[config.mk]
export PLATFORM = sky130hd
export DESIGN_NAME = alu_rsv_station
export DESIGN_NICKNAME = d
export VERILOG_FILES = /design/src/rtl/alu_rsv_station.sv
export SDC_FILE = /design/constraint.sdc
export NUM_CORES = 2
export LEC_CHECK = 0
export ABC_CLOCK_PERIOD_IN_PS = 6900
export CORE_ASPECT_RATIO = 0.9
export CORE_MARGIN = 2
export CORE_UTILIZATION = 45
export DETAILED_ROUTE_END_ITERATION = 12
export GPL_TIMING_DRIVEN = 1
export PLACE_DENSITY_LB_ADDON = 0.25
export SYNTH_ARGS = -nofsm -noshare
export SYNTH_HDL_FRONTEND = slang
export SYNTH_SLANG_ARGS = --single-unit
[constraint.sdc]
create_clock -name clk -period 6.9 [get_ports clk]
set_input_delay 1.035 -clock clk [delete_from_list [all_inputs] [get_ports clk]]
set_output_delay 1.035 -clock clk [all_outputs]
set_load 0.05 [all_outputs]
[src/rtl/alu_rsv_station.sv]
// alu_rsv_station: integer ALU reservation station.
// Holds dispatched ALU ops until both source operands are present, captures
// missing operands from the CDB, and issues the oldest ready op each cycle
// into the registered ex1 stage feeding int_alu.
// Optional build macro: RS_PERF_CNT_EN adds the rs_stall_cnt output, a
// saturating count of cycles with occupied entries but none ready.
//
// Dispatch handshake: disp_val is a request qualified by !rs_full. A request
// is taken at a rising edge only when disp_val=1, rs_full=0 and flush=0; the
// producer must not raise disp_val while rs_full=1 (such a request is dropped).
module alu_rsv_station #(
  parameter int RS_DEPTH       = 8,
  parameter int DATA_LEN       = 32,
  parameter int ALU_CTRL_WIDTH = 4,
  parameter int ROB_SIZE_CLOG  = 6
) (
  input  logic                      clk,
  input  logic                      rst,
  input  logic                      flush,
  input  logic                      disp_val,
  input  logic [ALU_CTRL_WIDTH-1:0] disp_alu_ctrl,
  input  logic [ROB_SIZE_CLOG-1:0]  disp_robid,
  input  logic                      disp_rs1_rdy,
  input  logic [DATA_LEN-1:0]       disp_rs1_data,
  input  logic [ROB_SIZE_CLOG-1:0]  disp_rs1_tag,
  input  logic                      disp_rs2_rdy,
  input  logic [DATA_LEN-1:0]       disp_rs2_data,
  input  logic [ROB_SIZE_CLOG-1:0]  disp_rs2_tag,
  output logic                      rs_full,
  input  logic                      cdb_val,
  input  logic [ROB_SIZE_CLOG-1:0]  cdb_robid,
  input  logic [DATA_LEN-1:0]       cdb_data,
  output logic                      alu_val_ex1,
  output logic [DATA_LEN-1:0]       rs1_ex1,
  output logic [DATA_LEN-1:0]       rs2_ex1,
  output logic [ALU_CTRL_WIDTH-1:0] alu_ctrl_ex1,
  output logic [ROB_SIZE_CLOG-1:0]  robid_ex1
`ifdef RS_PERF_CNT_EN
  ,
  output logic [31:0]               rs_stall_cnt
`endif
);

  localparam int IDX_W = $clog2(RS_DEPTH);

  // Entry storage
  logic [RS_DEPTH-1:0]       ent_val;
  logic [ALU_CTRL_WIDTH-1:0] ent_ctrl  [RS_DEPTH];
  logic [ROB_SIZE_CLOG-1:0]  ent_robid [RS_DEPTH];
  logic [RS_DEPTH-1:0]       s1_rdy;
  logic [DATA_LEN-1:0]       s1_data   [RS_DEPTH];
  logic [ROB_SIZE_CLOG-1:0]  s1_tag    [RS_DEPTH];
  logic [RS_DEPTH-1:0]       s2_rdy;
  logic [DATA_LEN-1:0]       s2_data   [RS_DEPTH];
  logic [ROB_SIZE_CLOG-1:0]  s2_tag    [RS_DEPTH];

  // older[i][j] = 1 means entry i was dispatched before entry j.
  // Only meaningful when both entries are valid.
  logic [RS_DEPTH-1:0]       older     [RS_DEPTH];

  logic [RS_DEPTH-1:0]       ent_rdy;
  logic [IDX_W-1:0]          free_idx;
  logic                      free_found;
  logic [IDX_W-1:0]          sel_idx;
  logic                      sel_val;
  logic                      disp_acc;
  logic                      blocked;

  // Dispatch-time operand values after same-cycle CDB capture
  logic                      new_s1_rdy;
  logic [DATA_LEN-1:0]       new_s1_data;
  logic                      new_s2_rdy;
  logic [DATA_LEN-1:0]       new_s2_data;

  assign ent_rdy  = ent_val & s1_rdy & s2_rdy;
  assign rs_full  = &ent_val;
  assign disp_acc = disp_val && !rs_full && !flush;

  // Lowest-index free slot receives the next dispatch
  always_comb begin
    free_idx   = '0;
    free_found = 1'b0;
    for (int i = 0; i < RS_DEPTH; i++) begin
      if (!ent_val[i] && !free_found) begin
        free_idx   = IDX_W'(i);
        free_found = 1'b1;
      end
    end
  end

  // Oldest-ready select: a ready entry wins if no other ready entry is older
  always_comb begin
    sel_val = 1'b0;
    sel_idx = '0;
    blocked = 1'b0;
    for (int i = 0; i < RS_DEPTH; i++) begin
      blocked = 1'b0;
      for (int j = 0; j < RS_DEPTH; j++) begin
        if (ent_rdy[j] && older[j][i]) blocked = 1'b1;
      end
      if (ent_rdy[i] && !blocked && !sel_val) begin
        sel_val = 1'b1;
        sel_idx = IDX_W'(i);
      end
    end
  end

  // Merge a same-cycle CDB broadcast into the operands being dispatched
  always_comb begin
    new_s1_rdy  = disp_rs1_rdy;
    new_s1_data = disp_rs1_data;
    new_s2_rdy  = disp_rs2_rdy;
    new_s2_data = disp_rs2_data;
    if (!disp_rs1_rdy && cdb_val && (cdb_robid == disp_rs1_tag)) begin
      new_s1_rdy  = 1'b1;
      new_s1_data = cdb_data;
    end
    if (!disp_rs2_rdy && cdb_val && (cdb_robid == disp_rs2_tag)) begin
      new_s2_rdy  = 1'b1;
      new_s2_data = cdb_data;
    end
  end

  // Entry state: wakeup, free on issue, allocate on dispatch, age update
  always_ff @(posedge clk) begin
    if (rst) begin
      ent_val <= '0;
      s1_rdy  <= '0;
      s2_rdy  <= '0;
      for (int i = 0; i < RS_DEPTH; i++) begin
        older[i] <= '0;
      end
    end else if (flush) begin
      ent_val <= '0;
    end else begin
      for (int i = 0; i < RS_DEPTH; i++) begin
        if (ent_val[i] && !s1_rdy[i] && cdb_val && (cdb_robid == s1_tag[i])) begin
          s1_rdy[i]  <= 1'b1;
          s1_data[i] <= cdb_data;
        end
        if (ent_val[i] && !s2_rdy[i] && cdb_val && (cdb_robid == s2_tag[i])) begin
          s2_rdy[i]  <= 1'b1;
          s2_data[i] <= cdb_data;
        end
      end
      if (sel_val) begin
        ent_val[sel_idx] <= 1'b0;
      end
      if (disp_acc) begin
        ent_val[free_idx]   <= 1'b1;
        ent_ctrl[free_idx]  <= disp_alu_ctrl;
        ent_robid[free_idx] <= disp_robid;
        s1_rdy[free_idx]    <= new_s1_rdy;
        s1_data[free_idx]   <= new_s1_data;
        s1_tag[free_idx]    <= disp_rs1_tag;
        s2_rdy[free_idx]    <= new_s2_rdy;
        s2_data[free_idx]   <= new_s2_data;
        s2_tag[free_idx]    <= disp_rs2_tag;
        // New entry is younger than every currently valid entry
        older[free_idx]     <= '0;
        for (int j = 0; j < RS_DEPTH; j++) begin
          older[j][free_idx] <= ent_val[j];
        end
      end
    end
  end

  // ex1 issue register: one-cycle valid pulse, data held when idle
  always_ff @(posedge clk) begin
    if (rst) begin
      alu_val_ex1  <= 1'b0;
      rs1_ex1      <= '0;
      rs2_ex1      <= '0;
      alu_ctrl_ex1 <= '0;
      robid_ex1    <= '0;
    end else if (flush) begin
      alu_val_ex1  <= 1'b0;
    end else if (sel_val) begin
      alu_val_ex1  <= 1'b1;
      rs1_ex1      <= s1_data[sel_idx];
      rs2_ex1      <= s2_data[sel_idx];
      alu_ctrl_ex1 <= ent_ctrl[sel_idx];
      robid_ex1    <= ent_robid[sel_idx];
    end else begin
      alu_val_ex1  <= 1'b0;
    end
  end

`ifdef RS_PERF_CNT_EN
  // Saturating stall counter: occupied but nothing ready; survives flush
  always_ff @(posedge clk) begin
    if (rst) begin
      rs_stall_cnt <= '0;
    end else if ((|ent_val) && !(|ent_rdy) && (rs_stall_cnt != 32'hFFFF_FFFF)) begin
      rs_stall_cnt <= rs_stall_cnt + 32'd1;
    end
  end
`endif

endmodule

======== Word-level counts from Yosys, hierarchy flattened ========
Memory sizes are Yosys's and may differ from the RTL's. A register that Yosys moved wholly into a read port is not among the register bits.
Index checks and enable logic that the tools add are counted.
storage, ports and cells
  memories ................................ 7
  bits in writable memories ............... 752
  output and inout port bits .............. 76
  bits of input ports ..................... 131
  bits in registers ....................... 25
  logic and storage cells ................. 789
operators by class
  equality and inequality tests ........... 26
  $lt $le $gt $ge ......................... 4
  muxes and demuxes ....................... 293
  bitwise operators ....................... 262
  reductions and logical operators ........ 193
memory list
  memory           depth  width  rd ports  clocked after memory_dff  wr ports  RTL line  source
  s1_data          8      32     1         1                         9         51        logic [DATA_LEN-1:0] s1_data [RS_DEPTH];
  s2_data          8      32     1         1                         9         54        logic [DATA_LEN-1:0] s2_data [RS_DEPTH];
  older            8      8      8         0                         9         59        logic [RS_DEPTH-1:0] older [RS_DEPTH];
  ent_robid        8      6      1         1                         1         49        logic [ROB_SIZE_CLOG-1:0] ent_robid [RS_DEPTH];
  s1_tag           8      6      8         0                         1         52        logic [ROB_SIZE_CLOG-1:0] s1_tag [RS_DEPTH];
  s2_tag           8      6      8         0                         1         55        logic [ROB_SIZE_CLOG-1:0] s2_tag [RS_DEPTH];
  1 more memories  --     --     --        --                        --        --
operator list
  cell                                                                count
  2-to-1 mux 1 bit                                                    268
  logical AND 1 bit                                                   142
  bitwise AND 1 bit                                                   128
  == test 6 bit                                                       18
  NOT 1 bit                                                           65
  2-to-1 mux 32 bit                                                   2
  bitwise OR 1 bit                                                    64
  2-to-1 mux 8 bit                                                    7
  zero test 1 bit                                                     48
  2-to-1 mux 3 bit                                                    11
  bitwise AND 8 bit                                                   3
  == test 3 bit (second input constant)                               8
  bitwise mux 8 bit                                                   2
  < comparator 3 x 4 -> 1 bit (second input constant)                 2
  NOT 8 bit                                                           1
  bitwise OR 8 bit                                                    1
  AND reduction 8 bit                                                 1
  demux 1 bit (select 3 bit)                                          2
  greater-or-equal comparator 3 x 1 -> 1 bit (second input constant)  2
  2-to-1 mux 2 bit                                                    1
  AND reduction 2 bit                                                 1
  OR reduction 2 bit                                                  1

======== Depth between registers and ports, before layout ========
  word-level depth ........................ 46
  depth in mapped cells ................... 13
  depth with buffers taken out ............ 8

======== Worst setup path after synthesis ========
No wires, ideal clock.
  path type ............................... input -> register
  start ................................... input cdb_robid[2]
  end ..................................... memory s1_data[5][0] (enable)
  stages on the path ...................... 6
  arrival time ............................ 4591 ps
  library setup time ...................... 466 ps
  buffers on the path ..................... 2
  slack ................................... 1843 ps
  data required time ...................... 6434 ps
  cells stage by stage .................... clkbuf_1 -> buf_1 -> xor2_1 -> nor3_1 -> nand4_1 -> o21ai_0
RTL lines
  element             RTL line  source
  start: declaration  31        input logic [ROB_SIZE_CLOG-1:0] cdb_robid,
  end: declaration    51

======== Worst setup path in the final report ========
  start ................................... register ent_val[6]
  end ..................................... register rs1_ex1[13] (read register of s1_data)
on the way
  longest elaborated chain between the ends .. 30
  elaborated cells on any way between the ends .. 72
  those cells by class .................... 31 x mux; 2 x bitwise; 39 x reduce/logical
ends and longest elaborated chain
  element                            RTL line  source
  start: declaration                 47        logic [RS_DEPTH-1:0] ent_val;
  start signal: assignment           127       ent_val <= '0;
  start signal: assignment           134       ent_val <= '0;
  start signal: indexed assignment   147       ent_val[sel_idx] <= 1'b0;
  bitwise AND 8 bit * (2 in series)  75        assign ent_rdy = ent_val & s1_rdy & s2_rdy;
  logical AND 1 bit                  99        if (ent_rdy[j] && older[j][i]) blocked = 1'b1;
  2-to-1 mux 1 bit (2 in series)     99
  zero test 1 bit                    101       if (ent_rdy[i] && !blocked && !sel_val) begin
  logical AND 1 bit                  101
  2-to-1 mux 1 bit                   101
  zero test 1 bit                    101
  logical AND 1 bit                  101
  [... 12 more ...]                  --
  2-to-1 mux 1 bit                   101
  zero test 1 bit                    101
  logical AND 1 bit                  101
  2-to-1 mux 1 bit                   101
  zero test 1 bit                    101
  logical AND 1 bit                  101
  2-to-1 mux 1 bit                   101
  AND reduction 2 bit (no line)      --
  end: declaration                   34        output logic [DATA_LEN-1:0] rs1_ex1,
Mark *: on every way between the ends. The rest lies on a longest branch, timed or not.
A chain may end at the register's enable or synchronous reset.

==> qor.yml <==
gp_congestion: 0.945
die_area_mm2: 0.0906
worstSetupPathType: "flip-flop to flip-flop"
whs_path_depth: 2
cp_max_fo: 58
period_share_pct: 69.7
timing.final.ws_setup_ns: 2.09
num_vias: 27000
multi_input_area_mm2: 0.0149
grt_pass1_vias: 27800
clk_pin_slew_ns: 0.06
portBuffers: 206
slew_headroom_pct: 13.1
required_ns: 7.42
dpl_worst_slack_ns: 1.97
fmax_mhz: 208
cts_root_buf: "clkbuf_16"
rsz0062_at_grt: "false"
hold_end: "older[7][7]"
yosys_warnings: 0
synth_top_cells_by_area: "edfxtp_1 52%, mux2_2 14%, dfxtp_1 8.2%"
p_sw_mw: 2.30
endpoint_kind: "flip-flop"
p_clk_share_pct: 44.4
ys.flop_type: "edfxtp_1"
holdWs_ns: 0.425
synth_seq_cells: 851
hold_path.class: "flip-flop to flip-flop"
mostFrequentLayoutCells: "688 x edfxtp_1, 482 x mux2_2, 205 x clkdlybuf4s50_1"
htree_levels: 3
critPathLaunch: "ent_val[6]"
power_leakage_nw: 15.8
num_rows: 103
synthesis.area_mm2: 0.0397
num-nets-final: 3151
ys_seq_area_share_pct: 60.3
antenna_found_initial: 14
start_util_pct: 45.4
hp-start: "older[7][7]"
cts_tree: "built"
hold_violations: 0
ant_nets: 0
core_area_mm2: 0.0875
fin_area_mm2: 0.0459
clock_latency_ns: 0.64
drc: 0
dpl_cell_area_mm2: 0.0430
area_growth_pct: 15.7
ctsHoldBuffers: 0
netlist_instances: 2922
ys_types: 61
dr.pass1.iters: 6
cpPeakStageDelay_ns: 0.91
period_minus_slack_ns: 4.81
routedWlPerCell_um: 29.4
tns_ns: 0
yosys.area.top_type: "edfxtp_1"
routed_wl_um: 125000
regToRegStartpoint: "ent_val[6]"
numCtsBuffers: 91
worst_slew_pin_slew_ns: 1.30
clock-sinks: 851
drtIter0Drc: 3064
io_pins: 207
startpoint_type: "flip-flop"
topRoutingLayerUsed: "met5"
r2r-end: "rs1_ex1[13]"
intPower_mw: 8.62
grt_usage_pct: 27.2
cap_violations: 0
final_common_cell: "edfxtp_1"
crit_chain: "nand3_1 > o2111ai_1 > nor3_2 > nor4_4 > nand3b_1 > buf_12 > nor4b_1 > a31oi_1 > a311oi_1"
setup_violations: 0
cts_setup_buffers: 0
ys_async_sr_fraction_pct: 0
ff2ff_path_depth: 9
synth_area_per_cell_um2: 13.6
post-dp-hpwl_um: 72600
die_h_um: 286
powerDensity_mw_per_mm2: 238
slew_violations: 0
pwr-share-seq_pct: 51.0
skew_ns: 0.0188
swShare_pct: 21.1
final_layout_size_suffix_gt1_share_pct: 23.8
num-fill-cells: 7142
met1_length_um: 50900
ff_latch_area_mm2: 0.0239
wl_met2_um: 58400
wl_met3_um: 11400
grt_pass1_wl_um: 183000
peakVddDrop_mv: 0.231
combPwrFrac_pct: 4.6
grt.overflow.total: 0
die_width_um: 317
status: "completed"
cts_buffer_depth: 3
postCtsResizedCells: 0
grt_max_degree: 149
slowest_stage: "nand3b_1"
viasPerCell: 6.34
arrival_ns: 5.33
synth_edf_count: 688
synth_nets: 3053
ff2ff_setup_slack_ns: 2.09
synth_top_cell_area_share_pct: 52.0
## final cells by class
cell class                      count  area share, %
Antenna cell                        5         0.0272
Clock buffer                      153           6.09
Clock inverter                     16          0.280
Inverter                           16          0.131
Multi-Input combinational cell   1782           32.5
Sequential cell                   851           52.1
Tap cell                         1155           3.15
Timing Repair Buffer              278           5.78
## flip-flops by register name (all words and copies together), names as in the netlist
name,cells
ent_robid,48
s1_rdy,8
s2_data,256
older,64
robid_ex1,6
s2_rdy,8
alu_val_ex1,1
rs1_ex1,32
s1_tag,48
ent_val,8
alu_ctrl_ex1,4
rs2_ex1,32
s2_tag,48
ent_ctrl,32
s1_data,256
## worst max-delay path, delay by kind of cell (launching register included)
family / cells / cell delay (ns)
flip-flops: 1 / 0.82
AND/OR/NAND/NOR: 5 / 2.49
buffers and inverters: 1 / 0.55
AO/OA/AOI/OAI: 3 / 0.77
## cells in the mapped netlist, types with 3 or more instances
master and instances:
or2_2 3, o22ai_1 12, buf_2 39, nor4b_1 74
clkbuf_1 182, nand4_1 35, a22o_1 4, nand3b_1 3
xnor2_1 40, o21ai_0 83, a31oi_1 74, o21a_1 21
a22oi_1 79, nand3_1 86, buf_1 38, edfxtp_1 688
mux2_2 482, or3_1 6, o2111ai_1 6, nand2b_1 14
xor2_1 68, a21boi_0 4, and4_1 4, nor3_1 47
buf_4 7, mux2_1 30, nand2_1 57, inv_1 16
a21o_1 74, nor2_1 136, a21oi_1 41, a311oi_1 73
dfxtp_1 163, and3_1 12, mux2i_1 86, a211oi_1 19
and2_1 7, o211a_1 74, nor2b_1 4, buf_12 3
## kinds of logic after synthesis
| family | count (synthesis) | synth area share, % |
|---|---|---|
| AO/OA/AOI/OAI | 575 | 10.7 |
| multiplexers | 598 | 16.7 |
| buffers and inverters | 289 | 3.14 |
| flip-flops | 851 | 60.3 |
| AND/OR/NAND/NOR | 501 | 6.86 |
| XOR/XNOR | 108 | 2.38 |
## power groups by stage
stage	clock network [mW]	logic (mW)	registers [mW]
global placement	0	0.476	5.68
global route	5.07	0.535	5.57
detailed placement	0	0.493	5.68
CTS	4.89	0.496	5.57
floorplan	0	0.260	5.68
finish	4.84	0.502	5.57
## worst max path at each step
stage                endpoint  slack (ns)  cells past startpoint
2_1_floorplan   s1_data[5][0]        1.84                      6
3_3_place_gp   s1_data[4][31]        1.99                      7
3_5_place_dp   s1_data[4][12]        1.97                      7
4_1_cts           rs1_ex1[13]        2.27                      9
5_1_grt           rs1_ex1[19]        1.93                      9
6_report          rs1_ex1[13]        2.09                      9
## stage by stage
stage	power, mW	cells	utilization [%]
final	10.9	4256	52.5
after global routing	11.2	4255	52.5
after CTS	11.0	4251	52.5
after detailed placement	6.17	4082	49.1
after global placement	6.16	4082	49.1
after floorplan	5.94	2922	-
## per-layer routing
metal / vias to the layer above / global-route usage, %
li1: 11600 / -
met1: 13700 / 36.2
met2: 1365 / 43.4
met3: 279 / 6.04
met4: 16 / 10.2
met5: - / 0
Note: power is estimated with default switching activity, not from simulation.
